**src/rtl/mux2_arb_pkg.sv**
```systemverilog
// Shared encodings for the two-requester arbiter: FSM states, select values
// and the hold-counter width helper.
package mux2_arb_pkg;

  typedef enum logic [1:0] {
    IDLE  = 2'b00,
    OWN_A = 2'b01,
    OWN_B = 2'b10
  } state_t;

  localparam logic SEL_A = 1'b0;
  localparam logic SEL_B = 1'b1;

  // Counter must be able to hold the value MAX_HOLD itself (saturation point).
  function automatic int hold_width(input int max_hold);
    return $clog2(max_hold + 1);
  endfunction

endpackage

```
**src/rtl/mux2_arb_pick.sv**
```systemverilog
// Combinational round-robin pick between two requesters; the requester that
// was not the last owner wins a tie.
module mux2_arb_pick
  import mux2_arb_pkg::*;
(
  input  logic reqA,
  input  logic reqB,
  input  logic last,
  output logic win,
  output logic valid
);

  always_comb begin
    valid = reqA | reqB;
    if (reqA && reqB) begin
      win = (last == SEL_A) ? SEL_B : SEL_A;
    end else if (reqB) begin
      win = SEL_B;
    end else begin
      win = SEL_A;
    end
  end

endmodule

```
**src/rtl/mux2_arb.sv**
```systemverilog
// Round-robin arbiter and select controller for a shared 2:1 mux path.
// Define MUX2_ARB_TIMEOUT_EN to build the contention hold-limit (timeout) logic.
module mux2_arb
  import mux2_arb_pkg::*;
#(
  parameter int MAX_HOLD = 8
) (
  input  logic clk,
  input  logic rst,
  input  logic reqA,
  input  logic reqB,
  input  logic doneA,
  input  logic doneB,
  output logic gntA,
  output logic gntB,
  output logic sel,
  output logic busy,
  output logic timeout
);

  state_t state;
  state_t state_next;
  logic   last;
  logic   to_fire;
  logic   release_now;
  logic   arb_en;
  logic   pick_a;
  logic   pick_b;
  logic   win;
  logic   valid;
  logic   entering;

`ifdef MUX2_ARB_TIMEOUT_EN
  localparam int CW = hold_width(MAX_HOLD);
  logic [CW-1:0] hold_cnt;

  always_comb begin
    to_fire = ((state == OWN_A && reqB) || (state == OWN_B && reqA)) &&
              (hold_cnt == CW'(MAX_HOLD - 1));
  end

  always_ff @(posedge clk or posedge rst) begin
    if (rst) begin
      hold_cnt <= '0;
    end else if (entering) begin
      hold_cnt <= '0;
    end else if (state != IDLE && hold_cnt != CW'(MAX_HOLD)) begin
      hold_cnt <= hold_cnt + 1'b1;
    end
  end
`else
  logic unused_cfg;
  assign unused_cfg = (MAX_HOLD < 2);
  assign to_fire    = 1'b0;
`endif

  // A revoked owner is masked out of the pick so the grant always moves on.
  always_comb begin
    release_now = 1'b0;
    case (state)
      OWN_A:   release_now = doneA | ~reqA | to_fire;
      OWN_B:   release_now = doneB | ~reqB | to_fire;
      IDLE:    release_now = 1'b0;
      default: release_now = 1'b1;
    endcase
    arb_en = (state == IDLE) | release_now;
    pick_a = reqA & ~(to_fire & (state == OWN_A));
    pick_b = reqB & ~(to_fire & (state == OWN_B));
  end

  mux2_arb_pick u_pick (
    .reqA  (pick_a),
    .reqB  (pick_b),
    .last  (last),
    .win   (win),
    .valid (valid)
  );

  always_comb begin
    entering   = arb_en & valid;
    state_next = state;
    if (arb_en) begin
      if (valid) begin
        state_next = (win == SEL_B) ? OWN_B : OWN_A;
      end else begin
        state_next = IDLE;
      end
    end
  end

  always_ff @(posedge clk or posedge rst) begin
    if (rst) begin
      state   <= IDLE;
      gntA    <= 1'b0;
      gntB    <= 1'b0;
      sel     <= SEL_A;
      last    <= SEL_B;
      timeout <= 1'b0;
    end else begin
      state   <= state_next;
      gntA    <= (state_next == OWN_A);
      gntB    <= (state_next == OWN_B);
      timeout <= to_fire;
      if (entering) begin
        sel  <= win;
        last <= win;
      end
    end
  end

  assign busy = gntA | gntB;

endmodule

```
**config.mk**
```make
export PLATFORM = sky130hd
export DESIGN_NAME = mux2_arb
export DESIGN_NICKNAME = d
export VERILOG_FILES = /design/src/rtl/mux2_arb_pkg.sv /design/src/rtl/mux2_arb_pick.sv /design/src/rtl/mux2_arb.sv
export SDC_FILE = /design/constraint.sdc
export NUM_CORES = 1
export LEC_CHECK = 0
export ABC_AREA = 0
export CAP_MARGIN = 0
export CORE_AREA = 10 10 47 49
export DETAILED_ROUTE_END_ITERATION = 10
export DIE_AREA = 0 0 57 59
export HOLD_SLACK_MARGIN = 0.15
export SETUP_SLACK_MARGIN = 0.5
export SLEW_MARGIN = 20
export SYNTH_ARGS = -nofsm -noshare
export SYNTH_HDL_FRONTEND = slang
export SYNTH_SLANG_ARGS = --single-unit
```
**constraint.sdc**
```tcl
create_clock -name clk -period 2.42 [get_ports clk]
set_clock_uncertainty 0.1 [all_clocks]
set_input_delay 0.605 -clock clk [delete_from_list [all_inputs] [get_ports clk]]
set_output_delay 0.605 -clock clk [all_outputs]
set_load 0.01 [all_outputs]
```
==> flow_summary.json <==
{
  "status": "finished clean",
  "ys.warnings.count": 0,
  "syn2layout_area_growth_pct": 41.30,
  "viasPerCell": 4.667,
  "arrival_ns": 1.17,
  "syn-num-nets": 35,
  "netlist.area_leader.share": 0.4049,
  "hpwlAfterDp_um": 561.1,
  "layout-drive-gt1-share": 0.1463,
  "initial_core_util": 0.2205,
  "syn-instance-count": 29,
  "post_cts_resized": 1,
  "drt_first_pass_iters": 4,
  "setup_ws_ns": 0.5454,
  "wl_um": 697,
  "die_h_um": 59,
  "setup_viol": 0,
  "startpoint_type": "register",
  "antenna_found_initial": 0,
  "period_share": 0.7746,
  "power_density_nw_per_um2": 703.9,
  "htreeDepth": 1,
  "layout_commonest_cell": "clkdlybuf4s50_1",
  "wire_per_inst_um": 12.23,
  "required_ns": 1.71,
  "multi_input_area_sq_um": 138.9,
  "ant_nets": 0,
  "filler_cell_count": 154,
  "cts.sinks": 6,
  "syn_area_sq_um": 309.0,
  "gr-total-overflow": 0,
  "postCtsHoldBufs": 0,
  "drv_cap": 0,
  "drtIter0Drc": 3,
  "maxSlewViolCount": 0,
  "max_freq_mhz": 533.5,
  "final-seq-area_sq_um": 151.4,
  "cts_buffers": 3,
  "ir_drop_uv": 255.5,
  "synth_cell_types": 18,
  "clockBufferDepth": 2,
  "clock_latency_ns": 0.25,
  "nets": 48,
  "yosysTopAreaCell": "dfrtp_1",
  "hold_viol_final": 0,
  "synth.area.top_cells": "dfrtp_1, dfstp_2, a31oi_1",
  "place_ws_ns": 0.4692,
  "io_buffers": 9,
  "gp_congestion": 0.6795,
  "grt_pass1_vias": 283,
  "dieArea_sq_um": 3363,
  "cp-end-kind": "primary output",
  "p_leak_nw": 0.1892,
  "synth.ff_latch_count": 6,
  "tritoncts": "done",
  "rsz0062_at_grt": "no",
  "cts_setup_buffers": 0,
  "track_usage": 0.04419,
  "grt_max_degree": 8,
  "yosys_most_used_dff": "dfrtp_1",
  "cts-root-buf": "clkbuf_4",
  "diodes": 0,
  "period_needed_ns": 1.875,
  "yosysSeqAreaShare": 0.4899,
  "layout_common_cells": "clkdlybuf4s50_1, dfrtp_1, a31oi_1",
  "path_class": "register to primary output",
  "die_w_um": 57,
  "timing.setup.tns_ns": 0,
  "crit_fanout": 2,
  "core_sq_um": 1401,
  "fp-row-count": 14,
  "drc": 0,
  "hold_slack_ns": 0.4527,
  "grt_pass1_wl_um": 1104,
  "synth_edf_count": 0,
  "cts.clk_slew.worst_paths_ns": 0.05,
  "io_pins": 11,
  "vias": 266,
  "avgSynthCellArea_sq_um": 10.66,
  "hold_class": "register to register",
  "synthArstFlopShare": 1.000
}
[worst max-delay path, stage by stage, from the launching register on]
cell	delay (ns)
dfrtp_1	0.36
or2_2	0.28
dlygate4sd2_1	0.28
[sequential cells by signal, indices dropped and copies added (netlist names)]
signal	flops
gntA	1
gntB	1
last	1
sel	1
state	2
[cell usage after synthesis (all sizes together), types with 2 or more instances]
library cell  instances
dfrtp                 5
a31oi                 4
inv                   3
a21boi                2
nand4bb               2
[through the flow]
stage,std cells,area (sq um),power [mW],util
4_1_cts,57,436.7,0.3121,0.3116
2_1_floorplan,29,309.0,0.1710,-
6_report,57,436.7,0.3074,0.3116
5_1_grt,57,436.7,0.3277,0.3116
3_5_place_dp,53,411.6,0.2086,0.2938
3_3_place_gp,53,411.6,0.2085,0.2938
[area by class of cell]
class | count | share of cell area
Sequential cell | 6 | 0.3467
Multi-Input combinational cell | 19 | 0.3181
Tap cell | 16 | 0.04585
Inverter | 3 | 0.02579
Clock buffer | 4 | 0.06017
Timing Repair Buffer | 9 | 0.2034
[layer usage]
layer,share of wire,global-route usage,vias to the layer above
met1,0.38,0.03589,131
met2,0.56,0.07132,8
li1,-,-,127
met5,0,0,-
met3,0.063,0.03004,0
met4,0,0.04027,0
[power breakdown]
group | internal, mW | total (mW) | switching (mW)
clock network | 0.0627 | 0.103 | 0.0402
registers | 0.119 | 0.132 | 0.0130
logic | 0.0420 | 0.0728 | 0.0308
total | 0.223 | 0.307 | 0.0840
[cells by family after synthesis]
family | count (synthesis) | synth area share
AO/OA/AOI/OAI | 10 | 0.2348
other | 1 | 0.01213
buffers and inverters | 4 | 0.06074
flip-flops | 6 | 0.4899
AND/OR/NAND/NOR | 8 | 0.2025
[worst paths after layout]
check	start	to	slack (ns)	cells after the start
worst max-delay path	gntB	busy	0.55	2
worst min-delay path	last	state[0]	0.45	2
worst max register to register	state[1]	sel	1.18	3
worst min register to register	last	state[0]	0.45	2
max in group asynchronous	rst	last	1.50	2
min in group asynchronous	rst	sel	0.47	2
No activity file was read; power rests on OpenSTA's default activity.
